==> config.mk <==
export PLATFORM = sky130hd
export DESIGN_NAME = vga_timing_ctrl_flat
export DESIGN_NICKNAME = d
export VERILOG_FILES = /design/src/rtl/vga_pkg.sv /design/src/rtl/vga_timing_ctrl_if.sv /design/src/rtl/vga_timing_ctrl.sv /design/src/flat_wrapper.sv
export SDC_FILE = /design/constraint.sdc
export NUM_CORES = 1
export LEC_CHECK = 0
export CORE_MARGIN = 5
export CORE_UTILIZATION = 45
export DETAILED_ROUTE_END_ITERATION = 10
export GPL_TIMING_DRIVEN = 0
export PLACE_DENSITY = 0.8
export SLEW_MARGIN = 40
export SYNTH_ARGS = -nofsm -noshare
export SYNTH_HDL_FRONTEND = slang
export SYNTH_SLANG_ARGS = --single-unit
==> constraint.sdc <==
create_clock -name vga_clk -period 3.6 [get_ports vga_clk]
set_clock_uncertainty 0.2 [all_clocks]
set_input_delay 0.9 -clock vga_clk [delete_from_list [all_inputs] [get_ports vga_clk]]
set_output_delay 0.9 -clock vga_clk [all_outputs]
set_load 0.05 [all_outputs]
==> src/rtl/vga_pkg.sv <==
// Shared definitions for the VGA timing controller and its pixel source:
// default 640x480@60 timing, RGB565 colour constants and a colour-bar helper.
package vga_pkg;

  localparam int DATA_W = 16;

  typedef logic [DATA_W-1:0] rgb565_t;

  // 640x480 @ 60 Hz, 25 MHz pixel clock
  localparam logic [9:0] H_SYNC_DEF  = 10'd96;
  localparam logic [9:0] H_BACK_DEF  = 10'd48;
  localparam logic [9:0] H_VALID_DEF = 10'd640;
  localparam logic [9:0] H_FRONT_DEF = 10'd16;
  localparam logic [9:0] V_SYNC_DEF  = 10'd2;
  localparam logic [9:0] V_BACK_DEF  = 10'd33;
  localparam logic [9:0] V_VALID_DEF = 10'd480;
  localparam logic [9:0] V_FRONT_DEF = 10'd10;

  // Coordinate value meaning "no pixel requested"
  localparam logic [9:0] PIX_IDLE = 10'h3FF;

  // RGB565 colour constants
  localparam rgb565_t RED    = 16'hF800;
  localparam rgb565_t ORANGE = 16'hFC00;
  localparam rgb565_t YELLOW = 16'hFFE0;
  localparam rgb565_t GREEN  = 16'h07E0;
  localparam rgb565_t CYAN   = 16'h07FF;
  localparam rgb565_t BLUE   = 16'h001F;
  localparam rgb565_t PURPPLE_UNUSED_GUARD = 16'hF81F;
  localparam rgb565_t BLACK  = 16'h0000;
  localparam rgb565_t WHITE  = 16'hFFFF;
  localparam rgb565_t GRAY   = 16'hD69A;

  // Ten 64-pixel-wide vertical bars across a 640-pixel line; anything
  // outside the active line (including PIX_IDLE) maps to black.
  function automatic rgb565_t colour_bar(input logic [9:0] x);
    rgb565_t c;
    case (x[9:6])
      4'd0:    c = RED;
      4'd1:    c = ORANGE;
      4'd2:    c = YELLOW;
      4'd3:    c = GREEN;
      4'd4:    c = CYAN;
      4'd5:    c = BLUE;
      4'd6:    c = PURPPLE_UNUSED_GUARD;
      4'd7:    c = BLACK;
      4'd8:    c = WHITE;
      4'd9:    c = GRAY;
      default: c = BLACK;
    endcase
    return c;
  endfunction

endpackage

==> src/rtl/vga_timing_ctrl_if.sv <==
// Pixel request bus between the timing controller (master) and the pixel
// source (slave): coordinates go out, RGB565 data returns one clock later.
interface vga_timing_ctrl_if;
  import vga_pkg::*;

  logic [9:0] pix_x;
  logic [9:0] pix_y;
  rgb565_t    pix_data;

  modport master (output pix_x, output pix_y, input pix_data);
  modport slave  (input pix_x, input pix_y, output pix_data);

endinterface

==> src/rtl/vga_timing_ctrl.sv <==
// VGA timing generator: horizontal/vertical counters, sync and active-video
// decode, pixel requests issued one clock early so that the pixel source's
// registered data lines up with the active-video window.
module vga_timing_ctrl
  import vga_pkg::*;
#(
  parameter logic [9:0] H_SYNC  = H_SYNC_DEF,
  parameter logic [9:0] H_BACK  = H_BACK_DEF,
  parameter logic [9:0] H_VALID = H_VALID_DEF,
  parameter logic [9:0] H_FRONT = H_FRONT_DEF,
  parameter logic [9:0] V_SYNC  = V_SYNC_DEF,
  parameter logic [9:0] V_BACK  = V_BACK_DEF,
  parameter logic [9:0] V_VALID = V_VALID_DEF,
  parameter logic [9:0] V_FRONT = V_FRONT_DEF
) (
  input  logic              vga_clk,
  input  logic              sys_rst_n,
  vga_timing_ctrl_if.master pix_bus,
  output logic              hsync,
  output logic              vsync,
  output logic              rgb_valid,
  output rgb565_t           rgb,
  output logic              frame_start,
  output logic [7:0]        frame_cnt
);

  localparam logic [9:0] H_TOTAL   = 10'(H_SYNC + H_BACK + H_VALID + H_FRONT);
  localparam logic [9:0] V_TOTAL   = 10'(V_SYNC + V_BACK + V_VALID + V_FRONT);
  localparam logic [9:0] H_ACT_BEG = 10'(H_SYNC + H_BACK);
  localparam logic [9:0] H_ACT_END = 10'(H_ACT_BEG + H_VALID - 10'd1);
  localparam logic [9:0] V_ACT_BEG = 10'(V_SYNC + V_BACK);
  localparam logic [9:0] V_ACT_END = 10'(V_ACT_BEG + V_VALID - 10'd1);
  // Requests lead the active window by one clock
  localparam logic [9:0] H_REQ_BEG = 10'(H_ACT_BEG - 10'd1);
  localparam logic [9:0] H_REQ_END = 10'(H_ACT_END - 10'd1);

  logic [9:0] cnt_h;
  logic [9:0] cnt_v;
  logic       h_end;
  logic       v_end;
  logic       h_act;
  logic       v_act;
  logic       h_req;
  logic       pix_data_req;

  // Line and frame end detection drives both counter wraps and frame_start
  always_comb begin
    h_end = (cnt_h == H_TOTAL - 10'd1);
    v_end = (cnt_v == V_TOTAL - 10'd1);
  end

  // Horizontal counter: one count per pixel clock
  always_ff @(posedge vga_clk or negedge sys_rst_n) begin
    if (!sys_rst_n) begin
      cnt_h <= 10'd0;
    end else if (h_end) begin
      cnt_h <= 10'd0;
    end else begin
      cnt_h <= cnt_h + 10'd1;
    end
  end

  // Vertical counter: one count per line, wraps together with cnt_h
  always_ff @(posedge vga_clk or negedge sys_rst_n) begin
    if (!sys_rst_n) begin
      cnt_v <= 10'd0;
    end else if (h_end) begin
      if (v_end) begin
        cnt_v <= 10'd0;
      end else begin
        cnt_v <= cnt_v + 10'd1;
      end
    end
  end

  // Frame bookkeeping: pulse and count on the clock after the last pixel
  always_ff @(posedge vga_clk or negedge sys_rst_n) begin
    if (!sys_rst_n) begin
      frame_start <= 1'b0;
      frame_cnt   <= 8'd0;
    end else begin
      frame_start <= h_end && v_end;
      if (h_end && v_end) begin
        frame_cnt <= frame_cnt + 8'd1;
      end
    end
  end

  // Sync and window decode straight off the counters (no added latency)
  always_comb begin
    hsync        = (cnt_h < H_SYNC);
    vsync        = (cnt_v < V_SYNC);
    h_act        = (cnt_h >= H_ACT_BEG) && (cnt_h <= H_ACT_END);
    v_act        = (cnt_v >= V_ACT_BEG) && (cnt_v <= V_ACT_END);
    h_req        = (cnt_h >= H_REQ_BEG) && (cnt_h <= H_REQ_END);
    rgb_valid    = h_act && v_act;
    pix_data_req = h_req && v_act;
  end

  // Pixel coordinates requested from the source; idle code outside the window
  always_comb begin
    pix_bus.pix_x = PIX_IDLE;
    pix_bus.pix_y = PIX_IDLE;
    if (pix_data_req) begin
      pix_bus.pix_x = cnt_h - H_REQ_BEG;
      pix_bus.pix_y = cnt_v - V_ACT_BEG;
    end
  end

  // Blank the encoder output outside active video
  always_comb begin
    rgb = BLACK;
    if (rgb_valid) begin
      rgb = pix_bus.pix_data;
    end
  end

endmodule

==> src/flat_wrapper.sv <==
// flat-port wrapper written by rule: the top's interface ports become plain ports
module vga_timing_ctrl_flat import vga_pkg::*;
#(
  parameter logic [9:0] H_SYNC  = H_SYNC_DEF,
  parameter logic [9:0] H_BACK  = H_BACK_DEF,
  parameter logic [9:0] H_VALID = H_VALID_DEF,
  parameter logic [9:0] H_FRONT = H_FRONT_DEF,
  parameter logic [9:0] V_SYNC  = V_SYNC_DEF,
  parameter logic [9:0] V_BACK  = V_BACK_DEF,
  parameter logic [9:0] V_VALID = V_VALID_DEF,
  parameter logic [9:0] V_FRONT = V_FRONT_DEF
)
  (vga_clk, sys_rst_n, hsync, vsync, rgb_valid, rgb, frame_start, frame_cnt, pix_bus_pix_x, pix_bus_pix_y, pix_bus_pix_data);
  vga_timing_ctrl_if pix_bus_i ();
  input  logic vga_clk;
  input  logic sys_rst_n;
  output logic hsync;
  output logic vsync;
  output logic rgb_valid;
  output rgb565_t rgb;
  output logic frame_start;
  output logic [7:0] frame_cnt;
  output wire logic [$bits(pix_bus_i.pix_x)-1:0] pix_bus_pix_x;
  output wire logic [$bits(pix_bus_i.pix_y)-1:0] pix_bus_pix_y;
  input wire logic [$bits(pix_bus_i.pix_data)-1:0] pix_bus_pix_data;
  assign pix_bus_pix_x = pix_bus_i.pix_x;
  assign pix_bus_pix_y = pix_bus_i.pix_y;
  assign pix_bus_i.pix_data = pix_bus_pix_data;
  vga_timing_ctrl #(.H_SYNC(H_SYNC), .H_BACK(H_BACK), .H_VALID(H_VALID), .H_FRONT(H_FRONT), .V_SYNC(V_SYNC), .V_BACK(V_BACK), .V_VALID(V_VALID), .V_FRONT(V_FRONT)) u_core (.vga_clk(vga_clk), .sys_rst_n(sys_rst_n), .pix_bus(pix_bus_i), .hsync(hsync), .vsync(vsync), .rgb_valid(rgb_valid), .rgb(rgb), .frame_start(frame_start), .frame_cnt(frame_cnt));
endmodule
## After elaboration in Yosys (flattened, before gate mapping)

Index checks and enable logic that the tools add are counted.

- Register bits: 29
- Input port bits: 18
- Output and inout port bits: 48
- Logic and storage cells: 30

- Add/sub/neg operators: 5
- Magnitude comparators: 8
- Equal/unequal tests: 2
- Multiplexer cells: 5
- Reduce and logical (&&, ||, !) cells: 6

Operators by type and width:

| kind | number |
|---|---|
| $mux 10 | 4 |
| $le 10x10->1 const B | 3 |
| $add 10x1->10 const B | 2 |
| $eq 10x10->1 const B | 2 |
| $ge 10x8->1 const B | 2 |
| $mux 16 | 1 |
| $ge 10x6->1 const B | 1 |
| $lt 10x2->1 const B | 1 |
| $lt 10x7->1 const B | 1 |
| $sub 10x6->10 const B | 1 |
| $sub 10x8->10 const B | 1 |
| $add 8x1->8 const B | 1 |
| $logic_and 1x1->1 | 6 |

## Longest topological paths before layout

Gate-level depths: netlist (run 1).

- Word-level depth: 4
- Depth in mapped cells: 8
- Depth with buffers taken out: 6

## Worst setup path before layout (run 1)

Ideal clock, no wire load.

- Kind: reg-to-output
- From: reg u_core.cnt_v[0]
- To: out rgb[10]
- Data arrival time: 2.345 ns
- Required time: 2.500 ns
- Setup slack: 0.155 ns
- Cell stages (with the launch flop): 8
- Buffers on the path: 2
- Cell sequence: dfrtp_1 ha_1 clkbuf_1 o41ai_1 a21o_1 a211oi_2 buf_2 and2_1

- Longest elaborated chain between the ends: 4
- Elaborated cells between the ends (all ways): 5
- Classes of those cells: order compare: 2; mux: 1; reduce/logical: 2

Ends and longest elaborated chain:

| item | RTL line | RTL |
|---|---|---|
| start: declaration | vga_timing_ctrl.sv:38 | `logic [9:0] cnt_v;` |
| start signal: assignment | vga_timing_ctrl.sv:71 | `cnt_v <= cnt_v + 10'd1;` |
| $ge 10x6->1 or $le 10x10->1 (tied branches) | vga_timing_ctrl.sv:94 | `v_act = (cnt_v >= V_ACT_BEG) && (cnt_v <= V_ACT_END);` |
| $logic_and 1x1->1 (*) | vga_timing_ctrl.sv:94 |  |
| $logic_and 1x1->1 (*) | vga_timing_ctrl.sv:96 | `rgb_valid = h_act && v_act;` |
| named net rgb_valid | flat_wrapper.sv:19 | `output logic rgb_valid;` |
| $mux 16 (*) | vga_timing_ctrl.sv:113 | `if (rgb_valid) begin` |
| end: declaration | flat_wrapper.sv:20 | `output rgb565_t rgb;` |

The timed path passes the listed nets; every way through them passes the cells marked *.

## Worst setup path in the final report (run 1)

- From: reg u_core.cnt_h[0]
- To: out pix_bus_pix_x[9]

- Longest elaborated chain between the ends: 4
- Elaborated cells between the ends (all ways): 6
- Classes of those cells: add/sub: 1; order compare: 2; mux: 1; reduce/logical: 2

Ends and longest elaborated chain:

| item | RTL line | RTL |
|---|---|---|
| start: declaration | vga_timing_ctrl.sv:37 | `logic [9:0] cnt_h;` |
| start signal: assignment | vga_timing_ctrl.sv:59 | `cnt_h <= cnt_h + 10'd1;` |
| $ge 10x8->1 or $le 10x10->1 (tied branches) | vga_timing_ctrl.sv:95 | `h_req = (cnt_h >= H_REQ_BEG) && (cnt_h <= H_REQ_END);` |
| $logic_and 1x1->1 | vga_timing_ctrl.sv:95 |  |
| $logic_and 1x1->1 | vga_timing_ctrl.sv:97 | `pix_data_req = h_req && v_act;` |
| $mux 10 (*) | vga_timing_ctrl.sv:104 | `if (pix_data_req) begin` |
| end: declaration | flat_wrapper.sv:23 | `output wire logic [$bits(pix_bus_i.pix_x)-1:0] pix_bus_pix_x;` |

Mark *: on every way between the ends. The rest lies on a longest branch, timed or not.

==> impl_results.md, run 1 <==
- Post-synth cell types: 46
- CP Max Fanout: 10
- Peak VDD IR: 264.6 µV
- Number of port buffers: 65
- Hold WC Path Type: reg2reg
- Site Rows: 24
- Ant diodes: 0
- Inst Count DP: 344
- Synth-to-layout area growth: 38.81%
- Final nets: 325
- Fill cells: 390
- Synthesized instance count: 227
- Ratio of cells with drive above 1 in the final layout: 26.49%
- CP cell instances: ha_1 -> and3_1 -> o21ai_1 -> a21oi_1 -> clkbuf_1 -> nand4_1 -> clkdlybuf4s18_2
- Vias/cell: 5.427
- Core area: 4354 µm²
- Crit start category: register
- Min-delay src: u_core.frame_cnt[7]$_DFFE_PN0P_
- Hold Fails Final Rpt: 0
- Leak: 1.281 nW
- Largest net degree at the start of global routing: 30
- I/O Pins: 66
- Period utilisation layout: 97.60%
- Top achievable clock speed: 0.2846 GHz
- Global-route track usage on met2: 28.35%
- Slew HR: 55.57%
- FF-to-FF Start: u_core.cnt_v[1]$_DFFE_PN0N_
- Max incr delay on CP: 0.43 ns
- Pwr dens: 233.0 nW/µm²
- Worst setup path startpoint: u_core.cnt_h[0]$_DFF_PN0_
- Crit Path Class: reg2out
- Seq/Total Area, Yosys: 36.07%
- Post-DP HPWL: 3.790 mm
- M3 GR Usage: 6.792%
- Root buf cell: clkbuf_8
- Clk sinks: 29
- Iteration-0 DRC Markers: 85
- Period minus WS final: 3.514 ns
- Critical-path top delay cell: dfrtp_1
- Worst-margin pin slew: 0.6664 ns
- Clk_lat worst skew: 0.29 ns
- Most used routing layer: met2
- DP Area: 2723 µm²
- Final RePlAce weighted congestion: 0.8572
- CP endpoint kind: output pin
- Maxcap violations: 0
- H-tree levels: 2
- Outcome: completed
- Area occupied by multi-input gates: 1240 µm²
- Post-route ant nets: 0
- Post-route cell area: 2793 µm²
- Routing usage on met1: 23.65%
- Post-Syn Area: 2012 µm²
- Hold buffers post-CTS: 0
- Final Slew Violations: 0
- CTS Buf Count: 5
- Max Buffers Root-to-Sink: 2
- Layout Cells excl Fill: 354
- RSZ-0062 raised after global routing: yes
- Reg clk slew, reported paths: 0.06 ns
- Overflow after GRT: 0
- Detailed-route wire length: 5.368 mm
- DIE AREA: 5908 µm²
- Final Setup Violations: 0
- CTS tree: yes
- DRC errors left: 0
- GRT Util Overall: 18.33%
- Vias: 1921
- Sum Neg Setup Slack: 0 ns
- Worst path arrival time: 2.41 ns
- Flip-flop and latch count after synthesis: 29
- CP Data Required Time: 2.50 ns
- Die Wd: 76.87 µm
- Starting Density: 46.21%
- Yosys warns: 0
- Syn_area_per_cell: 8.863 µm²
- Vias in the first global route: 1879
- Register area: 726.9 µm²
- Die Height: 76.87 µm
- Post-synthesis net count: 251
- First-pass GRT wire length: 8.970 mm
- Initial antenna violation count: 0
- DR pass1 iterations: 4
- Routed length per instance: 15.16 µm
## worst paths after layout
kind,endpoint,depth (start not counted),slack [ns]
worst max-delay path,pix_bus_pix_x[9],7,0.09
worst min-delay path,u_core.frame_cnt[7]$_DFFE_PN0P_,1,0.27
worst max register to register,u_core.cnt_v[0]$_DFFE_PN0N_,8,1.15
worst min register to register,u_core.frame_cnt[7]$_DFFE_PN0P_,1,0.27
max in group asynchronous,u_core.cnt_v[0]$_DFFE_PN0N_,1,2.29
min in group asynchronous,u_core.cnt_h[4]$_DFF_PN0_,1,0.44
## metrics by stage
stage	total power, mW	hold slack [ns]	utilization, %	setup WS, ns
3_5_place_dp	0.3561	0.2617	62.53	-0.6647
6_report	0.6507	0.2677	64.14	0.08630
3_3_place_gp	0.3563	0.2620	62.64	-0.6265
4_1_cts	0.6587	0.2748	64.83	-0.0008940
2_1_floorplan	0.3321	0.2850	-	0.1550
5_1_grt	0.6769	0.3113	64.14	-0.1261
## placed cells by master, fill, tap and decap left out, types with 3 or more instances in the layout
master / netlist / routed
a21oi_1: 6 / 6
a31oi_1: 3 / 3
and2_1: 18 / 18
and3_1: 6 / 6
and4_1: 4 / 4
buf_2: 8 / 27
buf_4: 0 / 6
clkbuf_1: 12 / 7
clkbuf_2: 0 / 7
clkbuf_4: 0 / 9
clkbuf_8: 0 / 7
clkdlybuf4s50_1: 0 / 27
dfrtp_1: 29 / 28
ha_1: 6 / 5
inv_1: 6 / 6
mux2_2: 3 / 3
nand2_1: 10 / 10
nand3_1: 25 / 25
nand4_1: 9 / 9
nor2_1: 13 / 13
nor3_1: 6 / 5
nor4_1: 3 / 3
xnor2_1: 21 / 21
xor2_1: 7 / 7
## logic make-up (layout without fill, tap and decap cells)
logic type | count (synthesis) | count (layout) | synth area share [%]
AND/OR/NAND/NOR | 105 | 105 | 29.48
XOR/XNOR | 29 | 29 | 13.00
flip-flops | 29 | 29 | 36.07
buffers and inverters | 28 | 103 | 6.094
AO/OA/AOI/OAI | 26 | 26 | 9.453
adder cells (fa/ha/maj) | 6 | 6 | 3.731
multiplexers | 4 | 4 | 2.177
## state kept, by name (all words and copies together) (netlist names)
| register | count |
|---|---|
| u_core.cnt_h | 10 |
| u_core.cnt_v | 10 |
| u_core.frame_cnt | 8 |
| u_core.frame_start | 1 |
## where the power goes
| part | total (mW) | switching, mW | internal, mW | leakage [nW] |
|---|---|---|---|---|
| sequential | 0.326 | 0 | 0.326 | 0.389 |
| clock | 0.302 | 0.129 | 0.173 | 0.0542 |
| combinational | 0.0233 | 0.00797 | 0.0153 | 0.838 |
## cell type report
class / count / share of cell area, %
clock inverter: 1 / 0.1792
sequential: 29 / 26.03
multi-input combinational: 170 / 44.40
inverter: 6 / 0.8065
timing repair buffer: 71 / 19.71
tap: 52 / 2.330
buffer: 18 / 3.091
clock buffer: 7 / 3.450
## timing repair
action	CTS	global route
buffers inserted	3	3
gates resized for setup	145	45
pin swaps	3	3
endpoints found under the setup margin	37	36
## cell usage after synthesis, drive strengths merged
library cell	instances	area share [%]
dfrtp	29	36
nand3	25	6.2
xnor2	22	10
and2	19	6.0
nor2	13	2.4
clkbuf	12	2.2
buf	10	2.7
nand2	10	1.9
nand4	9	2.8
a21oi	7	1.9
xor2	7	3.0
and3	6	1.9
ha	6	3.7
inv	6	1.1
nor3	6	1.5
and4	4	1.7
nor4	4	1.6
a31oi	3	0.93
mux2	3	1.7
a21boi	2	0.75
o21a	2	0.75
o21ai	2	0.50
or2	2	0.62
or3	2	0.62
or4	2	1.1
a2111o	1	0.56
a211oi	1	0.62
a21o	1	0.37
a22o	1	0.50
a311oi	1	0.44
a31o	1	0.44
a41oi	1	0.44
mux2i	1	0.50
nand3b	1	0.37
nand4b	1	0.44
nor3b	1	0.37
o2111ai	1	0.44
o211ai	1	0.37
o41ai	1	0.44
## metal layers
metal,up-vias,part of all wire [%]
met5,-,0
met4,0,1.3
met3,7,9.8
met2,82,44
met1,888,45
li1,944,-
## worst max-delay path, delay by kind of cell (launching register included)
kind | cells | cell delay [ns]
buffers and inverters | 2 | 0.78
DFF | 1 | 0.43
and+or+nand+nor | 2 | 0.39
AOI/OAI and AO/OA | 2 | 0.29
adders and majority gates | 1 | 0.24
Note: power is estimated with default switching activity, not from simulation.
==> run 2, diff against run 1 <==
--- a/config.mk
+++ b/config.mk
@@ -5,7 +5,7 @@
 export SDC_FILE = /design/constraint.sdc
 export NUM_CORES = 1
 export LEC_CHECK = 0
-export CORE_MARGIN = 5
+export CORE_MARGIN = 2
 export CORE_UTILIZATION = 45
 export DETAILED_ROUTE_END_ITERATION = 10
 export GPL_TIMING_DRIVEN = 0
==> constraint.sdc (replaced) <==
create_clock -name vga_clk -period 3.6 [get_ports vga_clk]
set_clock_uncertainty 0.2 [all_clocks]
set_input_delay 0.54 -clock vga_clk [delete_from_list [all_inputs] [get_ports vga_clk]]
set_output_delay 0.54 -clock vga_clk [all_outputs]
set_load 0.05 [all_outputs]
==> run 2 against run 1 <==
Largest cell class unchanged. Highest routed layer unchanged. Via count fell by 0.52%. Routed wire length decreased by 4.1%. Clock power is 8.3% lower. Critical path depth did not move.
==> impl_results.md, run 2 (synthesized netlist as in run 1, its figures left out) <==
- Period minus WS final: 3.512 ns
- Detailed-route wire length: 5.148 mm
- Final nets: 323
- Pwr dens: 224.2 nW/µm²
- Final RePlAce weighted congestion: 0.8765
- Die Height: 70.87 µm
- Ant diodes: 0
- Outcome: completed
- Hold Fails Final Rpt: 0
- Leak: 1.246 nW
- Peak VDD IR: 246.3 µV
- Vias/cell: 5.444
- CTS Buf Count: 5
- Initial antenna violation count: 0
- Vias: 1911
- Worst path arrival time: 2.77 ns
- Overflow after GRT: 0
- Ratio of cells with drive above 1 in the final layout: 18.39%
- Final Setup Violations: 0
- Dpl ws: -0.2349 ns
- Most frequent cells in the layout: 29 x dfrtp_1, 27 x clkdlybuf4s50_1, 25 x nand3_1
- Crit Path Class: reg2out
- CTS tree: yes
- Synth-to-layout area growth: 38.87%
- Most common cell after layout, fill and taps aside: dfrtp_1
- DRC errors left: 0
- Clk_lat worst skew: 0.29 ns
- Vias in the first global route: 1794
- Max Buffers Root-to-Sink: 2
- Period utilisation layout: 97.55%
- Core area: 4324 µm²
- Crit start category: register
- FF-to-FF Start: u_core.cnt_v[1]$_DFFE_PN0N_
- Post-route setup slack: 0.08802 ns
- Root buf cell: clkbuf_8
- Starting Density: 46.53%
- Iteration-0 DRC Markers: 74
- Worst setup path startpoint: u_core.cnt_v[0]$_DFFE_PN0N_
- First-pass GRT wire length: 8.590 mm
- CP Max Fanout: 8
- Post-route ant nets: 0
- Largest registers: u_core.cnt_h x10, u_core.cnt_v x10, u_core.frame_cnt x8
- I/O Pins: 66
- Sum Neg Setup Slack: 0 ns
- Reg clk slew, reported paths: 0.06 ns
- Clk sinks: 29
- Routed length per instance: 14.67 µm
- CP endpoint kind: output pin
- DIE AREA: 5022 µm²
- Top achievable clock speed: 0.2847 GHz
- GRT Util Overall: 21.53%
- Hold WC Path Type: in2async
- Final Slew Violations: 0
- Site Rows: 24
- DR pass1 iterations: 4
- Die Wd: 70.87 µm
- Slew HR: 56.21%
- Total power: 0.6264 mW
- Number of port buffers: 65
- Worst-margin pin slew: 0.6568 ns
- H-tree levels: 2
- Post-DP HPWL: 3.707 mm
- CP Data Required Time: 2.86 ns
- Largest net degree at the start of global routing: 30
- Maxcap violations: 0
-- run 2: cell types whose count changed in the layout (fill, tap and decap cells not counted), sizes merged --
cell	previous run	this run
clkdlybuf4s18	2	0
buf	35	12
dlygate4sd2	0	12
clkinv	1	0
clkdlybuf4s15	2	13
-- run 2: critical path, cell delays in order, from the launching register on --
cell           delay [ns]
dfrtp_1              0.47
ha_2                 0.30
o41ai_2              0.48
a21o_1               0.32
a21oi_4              0.10
buf_4                0.19
nand3_1              0.09
dlygate4sd2_1        0.53
-- run 2: repair_timing --
item                                    CTS  global route
endpoints found under the setup margin   37            31
pin swaps                                 0             2
resized for setup                        56            34
hold buffers                              0             0
buffers inserted                          0             1
-- run 2: power by group --
group	internal, mW	switching [mW]
clock	0.151	0.126
combinational	0.0154	0.00810
sequential	0.326	0
-- run 2: worst paths after layout --
path,end,slack (ns),cells past startpoint
setup / recovery,pix_bus_pix_y[4],0.09,7
hold / removal,u_core.cnt_h[4]$_DFF_PN0_,0.08,1
setup reg to reg,u_core.cnt_v[0]$_DFFE_PN0N_,1.23,8
hold reg to reg,u_core.frame_cnt[7]$_DFFE_PN0P_,0.27,1
max in group asynchronous,u_core.cnt_v[5]$_DFFE_PN0N_,2.69,1
min in group vga_clk,u_core.frame_cnt[7]$_DFFE_PN0P_,0.27,1
-- run 2: final cells by class --
class / instances / area, µm²
clock buffer: 7 / 86.33
tap: 52 / 65.06
sequential: 29 / 725.7
fill: 384 / 1530
multi-input combinational: 170 / 1209
buffer: 21 / 96.34
timing repair buffer: 66 / 589.3
inverter: 6 / 22.52
-- run 2: stage by stage --
step	hold slack, ns	util [%]	std cells	area, µm²
finish	0.07552	64.61	351	2794
global route	0.1307	64.61	351	2794
CTS	0.1034	64.50	350	2789
detailed placement	0.2615	62.96	344	2723
global placement	0.2627	63.08	344	2728
floorplan	0.04441	-	227	2012
-- run 2: metal layers --
metal | up-vias | GRT usage (%) | wire length (µm)
li1 | 937 | - | -
met1 | 883 | 26.59 | 2119
met2 | 85 | 35.62 | 2430
met3 | 6 | 7.265 | 523
met4 | 0 | 6.918 | 74
met5 | - | 0 | 0
